### config.mk
export PLATFORM = sky130hd
export DESIGN_NAME = paddle_controller
export DESIGN_NICKNAME = d
export VERILOG_FILES = /design/src/rtl/paddle_controller.sv
export SDC_FILE = /design/constraint.sdc
export NUM_CORES = 1
export LEC_CHECK = 0
export ABC_AREA = 1
export ABC_CLOCK_PERIOD_IN_PS = 2200
export CAP_MARGIN = 20
export CORE_ASPECT_RATIO = 0.75
export CORE_MARGIN = 5
export CORE_UTILIZATION = 55
export CTS_BUF_LIST = sky130_fd_sc_hd__clkbuf_8 sky130_fd_sc_hd__clkbuf_16
export CTS_CLUSTER_SIZE = 25
export DETAILED_ROUTE_END_ITERATION = 6
export GPL_TIMING_DRIVEN = 0
export PLACE_DENSITY_LB_ADDON = 0.1
export SLEW_MARGIN = 10
export SYNTH_ARGS = -nofsm -noshare
export SYNTH_HDL_FRONTEND = slang
export SYNTH_SLANG_ARGS = --single-unit
### constraint.sdc
create_clock -name clk -period 2.2 [get_ports clk]
set_input_delay 0.44 -clock clk [delete_from_list [all_inputs] [get_ports clk]]
set_output_delay 0.44 -clock clk [all_outputs]
set_load 0.02 [all_outputs]
### src/rtl/paddle_controller.sv
// Two-player paddle position controller: frame-tick movement, clamping, goal freeze.
// Build macro PADDLE_ACCEL_EN enables per-axis hold acceleration (default: fixed step).
module paddle_controller (
    input  logic       clk,
    input  logic       clr,
    input  logic       prev_clk_cursor,
    input  logic       clk_cursor,
    input  logic [3:0] btn1,
    input  logic [3:0] btn2,
    input  logic       goal1,
    input  logic       goal2,
    output logic [9:0] ball1_x,
    output logic [9:0] ball1_y,
    output logic [9:0] ball2_x,
    output logic [9:0] ball2_y,
    output logic       frozen
);

    localparam int unsigned PW = 10;
    localparam int unsigned SW = 4;
    localparam int unsigned CW = 5;

    localparam int unsigned B_UP = 3;
    localparam int unsigned B_DN = 2;
    localparam int unsigned B_LT = 1;
    localparam int unsigned B_RT = 0;

    localparam logic [PW-1:0] P1_X_MIN  = 10'd249;
    localparam logic [PW-1:0] P1_X_MAX  = 10'd449;
    localparam logic [PW-1:0] P2_X_MIN  = 10'd479;
    localparam logic [PW-1:0] P2_X_MAX  = 10'd679;
    localparam logic [PW-1:0] Y_MIN     = 10'd126;
    localparam logic [PW-1:0] Y_MAX     = 10'd416;
    localparam logic [PW-1:0] P1_HOME_X = 10'd289;
    localparam logic [PW-1:0] P2_HOME_X = 10'd639;
    localparam logic [PW-1:0] HOME_Y    = 10'd271;

    localparam logic [CW-1:0] FREEZE_LOAD = 5'd31;

    typedef enum logic {PLAY, FREEZE} state_t;

    state_t        state, state_nxt;
    logic [CW-1:0] cnt, cnt_nxt;
    logic [PW-1:0] p1x_nxt, p1y_nxt, p2x_nxt, p2y_nxt;

    logic [3:0] b1_meta, b1_sync, b2_meta, b2_sync;
    logic       goal_d;
    logic       tick, goal_evt;
    logic [SW-1:0] step1x, step1y, step2x, step2y;

    assign tick     = !prev_clk_cursor && clk_cursor;
    assign goal_evt = (goal1 || goal2) && !goal_d;

    // One axis update; 11-bit signed intermediate keeps underflow from wrapping before the clamp.
    function automatic logic [PW-1:0] axis_step(
        input logic [PW-1:0] pos,
        input logic          dec,
        input logic          inc,
        input logic [SW-1:0] step,
        input logic [PW-1:0] lo,
        input logic [PW-1:0] hi
    );
        logic signed [PW:0] t;
        logic signed [PW:0] s;
        t = $signed({1'b0, pos});
        s = $signed({{(PW+1-SW){1'b0}}, step});
        if (inc && !dec)
            t = t + s;
        else if (dec && !inc)
            t = t - s;
        if (t < $signed({1'b0, lo}))
            axis_step = lo;
        else if (t > $signed({1'b0, hi}))
            axis_step = hi;
        else
            axis_step = t[PW-1:0];
    endfunction

    // Button synchronizers and goal edge detector.
    always_ff @(posedge clk or posedge clr) begin
        if (clr) begin
            b1_meta <= '0;
            b1_sync <= '0;
            b2_meta <= '0;
            b2_sync <= '0;
            goal_d  <= 1'b0;
        end else begin
            b1_meta <= btn1;
            b1_sync <= b1_meta;
            b2_meta <= btn2;
            b2_sync <= b2_meta;
            goal_d  <= goal1 || goal2;
        end
    end

`ifdef PADDLE_ACCEL_EN
    localparam int unsigned   HW       = 6;
    localparam logic [HW-1:0] HOLD_SAT = 6'd48;

    logic [HW-1:0] hold1x, hold1y, hold2x, hold2y;

    function automatic logic [SW-1:0] hold_step(input logic [HW-1:0] h);
        if (h >= HOLD_SAT)
            hold_step = 4'd8;
        else
            hold_step = 4'd2 + SW'(h[HW-1:3]);
    endfunction

    function automatic logic [HW-1:0] hold_next(input logic [HW-1:0] h, input logic pressed);
        if (!pressed)
            hold_next = '0;
        else if (h >= HOLD_SAT)
            hold_next = HOLD_SAT;
        else
            hold_next = h + HW'(1);
    endfunction

    // Consecutive pressed-tick counters; cleared on release and whenever play stops.
    always_ff @(posedge clk or posedge clr) begin
        if (clr) begin
            hold1x <= '0;
            hold1y <= '0;
            hold2x <= '0;
            hold2y <= '0;
        end else if (goal_evt || state != PLAY) begin
            hold1x <= '0;
            hold1y <= '0;
            hold2x <= '0;
            hold2y <= '0;
        end else if (tick) begin
            hold1x <= hold_next(hold1x, b1_sync[B_LT] ^ b1_sync[B_RT]);
            hold1y <= hold_next(hold1y, b1_sync[B_UP] ^ b1_sync[B_DN]);
            hold2x <= hold_next(hold2x, b2_sync[B_LT] ^ b2_sync[B_RT]);
            hold2y <= hold_next(hold2y, b2_sync[B_UP] ^ b2_sync[B_DN]);
        end
    end

    assign step1x = hold_step(hold1x);
    assign step1y = hold_step(hold1y);
    assign step2x = hold_step(hold2x);
    assign step2y = hold_step(hold2y);
`else
    localparam logic [SW-1:0] STEP_DEF = 4'd4;

    assign step1x = STEP_DEF;
    assign step1y = STEP_DEF;
    assign step2x = STEP_DEF;
    assign step2y = STEP_DEF;
`endif

    // State, freeze counter and registered outputs.
    always_ff @(posedge clk or posedge clr) begin
        if (clr) begin
            state   <= PLAY;
            cnt     <= '0;
            ball1_x <= P1_HOME_X;
            ball1_y <= HOME_Y;
            ball2_x <= P2_HOME_X;
            ball2_y <= HOME_Y;
            frozen  <= 1'b0;
        end else begin
            state   <= state_nxt;
            cnt     <= cnt_nxt;
            ball1_x <= p1x_nxt;
            ball1_y <= p1y_nxt;
            ball2_x <= p2x_nxt;
            ball2_y <= p2y_nxt;
            frozen  <= (state_nxt == FREEZE);
        end
    end

    // Next state; a goal event overrides any movement or countdown in the same cycle.
    always_comb begin
        state_nxt = state;
        cnt_nxt   = cnt;
        p1x_nxt   = ball1_x;
        p1y_nxt   = ball1_y;
        p2x_nxt   = ball2_x;
        p2y_nxt   = ball2_y;
        if (goal_evt) begin
            state_nxt = FREEZE;
            cnt_nxt   = FREEZE_LOAD;
            p1x_nxt   = P1_HOME_X;
            p1y_nxt   = HOME_Y;
            p2x_nxt   = P2_HOME_X;
            p2y_nxt   = HOME_Y;
        end else begin
            case (state)
                PLAY: begin
                    if (tick) begin
                        p1x_nxt = axis_step(ball1_x, b1_sync[B_LT], b1_sync[B_RT], step1x, P1_X_MIN, P1_X_MAX);
                        p1y_nxt = axis_step(ball1_y, b1_sync[B_UP], b1_sync[B_DN], step1y, Y_MIN, Y_MAX);
                        p2x_nxt = axis_step(ball2_x, b2_sync[B_LT], b2_sync[B_RT], step2x, P2_X_MIN, P2_X_MAX);
                        p2y_nxt = axis_step(ball2_y, b2_sync[B_UP], b2_sync[B_DN], step2y, Y_MIN, Y_MAX);
                    end
                end
                FREEZE: begin
                    if (tick) begin
                        if (cnt == '0)
                            state_nxt = PLAY;
                        else
                            cnt_nxt = cnt - CW'(1);
                    end
                end
                default: state_nxt = PLAY;
            endcase
        end
    end

endmodule

==> tab_implementation.tex <==
\begin{tabular}{lr}
\hline
Metric & Value \\
\hline
\multicolumn{2}{l}{\textbf{Min path}} \\
\quad Hold path cells & 0 \\
\quad Endpoint of the worst hold-timing path & b1\_sync[3] \\
\quad Kind of path behind the tightest hold check & reg -> reg \\
\quad Worst Hold Launch & b1\_meta[3] \\
\multicolumn{2}{l}{\textbf{STA}} \\
\quad Final Skew & 0.009983 ns \\
\quad Period Utilization, post-route & 97.72\% \\
\quad RSZ-0062 raised after global routing & yes \\
\quad Relative slew slack & 63.08\% \\
\quad Maximum clock frequency & 465.1 MHz \\
\quad Setup\_tns & 0 ns \\
\quad Max Slew Vio Count & 0 \\
\quad Post-layout minimum cycle time & 2.150 ns \\
\quad Final number of hold-violating endpoints & 0 \\
\quad Number of setup violations in the final report & 0 \\
\quad Slew @ Worst Pin & 0.5529 ns \\
\multicolumn{2}{l}{\textbf{Synthesis}} \\
\quad Cell taking the most area after synthesis & sky130\_fd\_sc\_hd\_\_dfrtp\_1 \\
\quad Syn\_nets & 657 \\
\quad Syn\_area\_per\_cell & 6.582 um\^{}2 \\
\quad Top post-synthesis cells by area & sky130\_fd\_sc\_hd\_\_dfrtp\_1, sky130\_fd\_sc\_hd\_\_nand2\_1, sky130\_fd\_sc\_hd\_\_dfstp\_2 \\
\quad Yosys cell types & 35 \\
\quad Share of the synthesized area in the top cell type & 24.62\% \\
\quad Post-synthesis instance area & 0.004166 mm\^{}2 \\
\quad Sequential fraction of the synthesis area & 37.24\% \\
\quad Number of instances in the synthesized netlist & 633 \\
\quad Flop and latch count out of synthesis & 61 \\
\quad Number of warnings reported in the yosys synthesis log & 0 \\
\multicolumn{2}{l}{\textbf{Clock network}} \\
\quad TritonCTS buffer count & 9 \\
\quad Clock-pin slew reported for the worst setup and hold paths after clock tree synthesis & 0.07 ns \\
\quad Clock sinks & 61 \\
\quad CTS H-Tree Depth & 3 \\
\quad Clock Latency Late Sink & 0.35 ns \\
\quad Root cell of the clock tree & sky130\_fd\_sc\_hd\_\_clkbuf\_8 \\
\quad Maximum root-to-sink buffer count & 2 \\
\quad CTS hold repair buffers & 0 \\
\quad Clock tree from TritonCTS & yes \\
\multicolumn{2}{l}{\textbf{Global routing}} \\
\quad Pin count of the biggest net entering global routing & 38 \\
\quad Global-route total usage across every layer & 22.22\% \\
\quad Met3 Track Usage GR & 6.486\% \\
\quad Vias in the first global route & 3766 \\
\quad Antenna violations before repair & 0 \\
\quad Global routing usage on met2 & 34.14\% \\
\quad GR peak layer & met2 \\
\quad Global-route congestion overflow total & 0 \\
\quad Met1 capacity usage during global routing & 31.14\% \\
\quad Global-route wire length before repair & 17.44 mm \\
\multicolumn{2}{l}{\textbf{Placed design}} \\
\quad Number of buffers added on ports & 53 \\
\quad Final weighted congestion of routability-driven global placement & 0.8926 \\
\quad Placed wire-length estimate after detailed placement & 7.791 mm \\
\quad Placed instance count & 788 \\
\multicolumn{2}{l}{\textbf{Critical path}} \\
\quad Critical path class & reg -> reg \\
\quad CP max-delay cell & sky130\_fd\_sc\_hd\_\_dfstp\_2 \\
\quad Capture point of the worst reg-to-reg path & ball2\_y[5] \\
\quad Critical Path, Cell by Cell & inv\_4, ha\_4, inv\_2, nand2\_1, nand2\_1, nor2\_2, inv\_1, nor2\_2, nand3\_2, nor2\_2, nor2\_1, nor2\_2, buf\_4, nand3b\_1, nand2\_1, o21ai\_1 \\
\quad Library cell appearing most often on the critical path & sky130\_fd\_sc\_hd\_\_nor2\_2 \\
\quad R2R Setup Slk & 0.05 ns \\
\quad Largest fanout on the critical path & 3 \\
\quad Depth of the worst register-to-register path & 16 \\
\quad Setup crit end kind & flip-flop \\
\quad Slowest cell delay on critical path & 0.58 ns \\
\quad Data arrival at the endpoint of the critical path & 2.37 ns \\
\quad Worst path required time & 2.42 ns \\
\quad Critical Path Start Type & flip-flop \\
\quad Startpoint of the worst register-to-register path & ball2\_y[2] \\
\multicolumn{2}{l}{\textbf{Die}} \\
\quad Row count & 27 \\
\quad Overall die area & 0.009434 mm\^{}2 \\
\quad Die X-Extent & 110.5 um \\
\quad Die boundary height & 85.38 um \\
\quad Effective utilization at floorplan & 56.57\% \\
\quad Top-level I/O count & 55 \\
\quad Core region area & 0.007365 mm\^{}2 \\
\multicolumn{2}{l}{\textbf{Routing}} \\
\quad Final wirelength & 10.82 mm \\
\quad First-pass iteration count of the detailed router & 5 \\
\quad Iter 0 DRT Violations & 389 \\
\quad ANT nets after route & 0 \\
\quad Vias per inst & 5.252 \\
\quad Post-route DRC violation count & 0 \\
\quad Wire per inst & 13.17 um \\
\quad Detailed-route via count & 4312 \\
\multicolumn{2}{l}{\textbf{Finish}} \\
\quad Filler Cell Count & 634 \\
\quad Final cell count without fillers & 821 \\
\quad Register cell area after layout & 0.001553 mm\^{}2 \\
\quad Number of diodes added for antenna fixing & 0 \\
\quad Area of combinational cells with multiple inputs & 0.002351 mm\^{}2 \\
\quad Area Overhead vs Synth & 27.96\% \\
\quad Final nets & 739 \\
\quad Fraction of final layout cells with drive strength greater than 1 & 17.92\% \\
\multicolumn{2}{l}{\textbf{Power and ir drop}} \\
\quad Total power divided by cell area & 575.1 mW/mm\^{}2 \\
\quad Reported leakage power & 2.678 nW \\
\quad Maximum ir drop on the vdd rail & 488.0 uV \\
\multicolumn{2}{l}{\textbf{Status}} \\
\quad Status & completed \\
\multicolumn{2}{l}{\textbf{Flow run}} \\
\quad Max-cap viol count & 0 \\
\hline
\end{tabular}
==> logic make-up (layout without fill, tap and decap cells) <==
group / count (synthesis) / in the layout / synth area share (%)
other: 1 / 1 / 0.09000
flip-flops: 61 / 61 / 37.24
XOR/XNOR: 8 / 8 / 1.682
AND/OR/NAND/NOR: 385 / 385 / 40.06
AO/OA/AOI/OAI: 60 / 60 / 7.868
adder cells (fa/ha/maj): 10 / 10 / 3.003
buffers and inverters: 108 / 195 / 10.06
==> area by class of cell <==
class	instances	area share, %
Buffer	10	0.9857
Clock buffer	10	2.582
Inverter	97	6.900
Timing Repair Buffer	72	12.88
Tap cell	101	2.370
Multi-Input combinational cell	464	44.10
Clock inverter	6	1.056
Sequential cell	61	29.12
==> power by group <==
| part | leakage, nW | internal (W) | switching, W |
|---|---|---|---|
| clock | 0.102 | 0.000541 | 0.000443 |
| sequential | 0.716 | 0.00122 | 0.0000755 |
| combinational | 1.86 | 0.000324 | 0.000463 |
| total | 2.68 | 0.00208 | 0.000982 |
==> Yosys cell counts <==
cell	instances
sky130_fd_sc_hd__a22oi_1	3
sky130_fd_sc_hd__buf_2	5
sky130_fd_sc_hd__conb_1	1
sky130_fd_sc_hd__dfstp_2	20
sky130_fd_sc_hd__xor2_1	8
sky130_fd_sc_hd__nor4_1	1
sky130_fd_sc_hd__o21ai_1	6
sky130_fd_sc_hd__o21bai_1	1
sky130_fd_sc_hd__o211ai_1	1
sky130_fd_sc_hd__a21o_1	1
sky130_fd_sc_hd__nand3_1	76
sky130_fd_sc_hd__nor2_2	10
sky130_fd_sc_hd__o21ai_2	1
sky130_fd_sc_hd__nand2_4	1
sky130_fd_sc_hd__o22ai_1	3
sky130_fd_sc_hd__nor2_1	71
sky130_fd_sc_hd__nor2_4	1
sky130_fd_sc_hd__inv_1	90
sky130_fd_sc_hd__a21oi_1	15
sky130_fd_sc_hd__nand4_1	11
sky130_fd_sc_hd__ha_1	10
sky130_fd_sc_hd__nand2_2	7
sky130_fd_sc_hd__buf_4	2
sky130_fd_sc_hd__or2_2	1
sky130_fd_sc_hd__o21ai_0	27
sky130_fd_sc_hd__nand3b_1	5
sky130_fd_sc_hd__o31ai_1	1
sky130_fd_sc_hd__clkbuf_1	4
sky130_fd_sc_hd__a21boi_1	1
sky130_fd_sc_hd__nand2_1	193
sky130_fd_sc_hd__dfrtp_1	41
sky130_fd_sc_hd__clkinv_1	1
sky130_fd_sc_hd__nand3_2	2
sky130_fd_sc_hd__inv_2	6
sky130_fd_sc_hd__nor3_1	6
==> cell usage in the layout (no fill, tap or decap), types with 2 or more instances in the layout <==
cell type                         netlist  layout
sky130_fd_sc_hd__xor2_2                 0       2
sky130_fd_sc_hd__o21ai_0               27      20
sky130_fd_sc_hd__o21ai_2                1       3
sky130_fd_sc_hd__clkdlybuf4s50_1        0      52
sky130_fd_sc_hd__inv_2                  6      15
sky130_fd_sc_hd__nand3b_1               5       5
sky130_fd_sc_hd__nand3_1               76      71
sky130_fd_sc_hd__nor3_1                 6       5
sky130_fd_sc_hd__dfstp_2               20      20
sky130_fd_sc_hd__a22oi_1                3       3
sky130_fd_sc_hd__a21oi_2                0       2
sky130_fd_sc_hd__a21oi_1               15      13
sky130_fd_sc_hd__inv_1                 90      83
sky130_fd_sc_hd__ha_1                  10       6
sky130_fd_sc_hd__nor2_4                 1       4
sky130_fd_sc_hd__nand3_2                2       6
sky130_fd_sc_hd__clkbuf_2               0       2
sky130_fd_sc_hd__nand4_1               11      11
sky130_fd_sc_hd__nand2_1              193     187
sky130_fd_sc_hd__ha_4                   0       3
sky130_fd_sc_hd__clkinvlp_4             0       2
sky130_fd_sc_hd__buf_2                  5       4
sky130_fd_sc_hd__nand2_4                1       2
sky130_fd_sc_hd__nor2_2                10      12
sky130_fd_sc_hd__clkbuf_1               4       2
sky130_fd_sc_hd__xor2_1                 8       6
sky130_fd_sc_hd__o22ai_1                3       3
sky130_fd_sc_hd__nand2_2                7      12
sky130_fd_sc_hd__clkbuf_8               0      10
sky130_fd_sc_hd__o21ai_1                6      11
sky130_fd_sc_hd__nor2_1                71      66
sky130_fd_sc_hd__dfrtp_1               41      40
sky130_fd_sc_hd__buf_4                  2      20
==> how the worst max path moves through the flow <==
stage                          startpoint          to  slack (ns)
final                          ball2_y[2]  ball2_y[5]        0.05
after global placement                clr  b2_sync[0]       -0.79
after global routing           ball2_y[3]  ball2_y[6]       -0.10
after detailed placement  prev_clk_cursor  ball2_y[6]       -0.50
after CTS                      clk_cursor  ball2_y[1]       -0.02
after floorplan                ball2_y[2]  ball2_y[5]        0.15
==> per-layer routing <==
layer	wire (um)	vias up
li1	-	2166
met1	5039	1975
met2	4946	151
met3	704	20
met4	126	0
met5	0	-
==> metrics by stage <==
stage	area [um^2]	utilization (%)	total power (W)	hold WS (ns)	setup slack [ns]
2_1_floorplan	4167	-	0.001772	0.3312	0.1467
3_3_place_gp	4823	65.49	0.001962	0.3317	-0.7907
3_5_place_dp	4843	65.77	0.001990	0.3347	-0.5044
4_1_cts	5102	69.28	0.002978	0.3502	-0.01742
5_1_grt	5331	72.39	0.003251	0.3592	-0.1023
6_report	5331	72.39	0.003066	0.3478	0.05008
==> worst max-delay path: cells and delay by family (launching register included) <==
family                     cells  cell delay, ns
DFF                            1            0.58
adders and majority gates      1            0.26
AOI/OAI and AO/OA              1            0.06
buffers and inverters          4            0.29
and+or+nand+nor               10            0.84
==> flip-flops by register name (all words and copies together) (netlist names) <==
signal / cells
ball1_x: 9
b1_meta: 4
b2_sync: 4
ball2_y: 10
ball1_y: 10
state: 1
ball2_x: 9
b2_meta: 4
goal_d: 1
b1_sync: 4
cnt: 5
==> repair_timing <==
item / in CTS / in global routing
pin swaps: 5 / 17
gates resized for setup: 12 / 46
cloned: 0 / 0
buffers inserted: 5 / 13
endpoints found under the setup margin: 23 / 31
No activity file was read; power rests on OpenSTA's default activity.
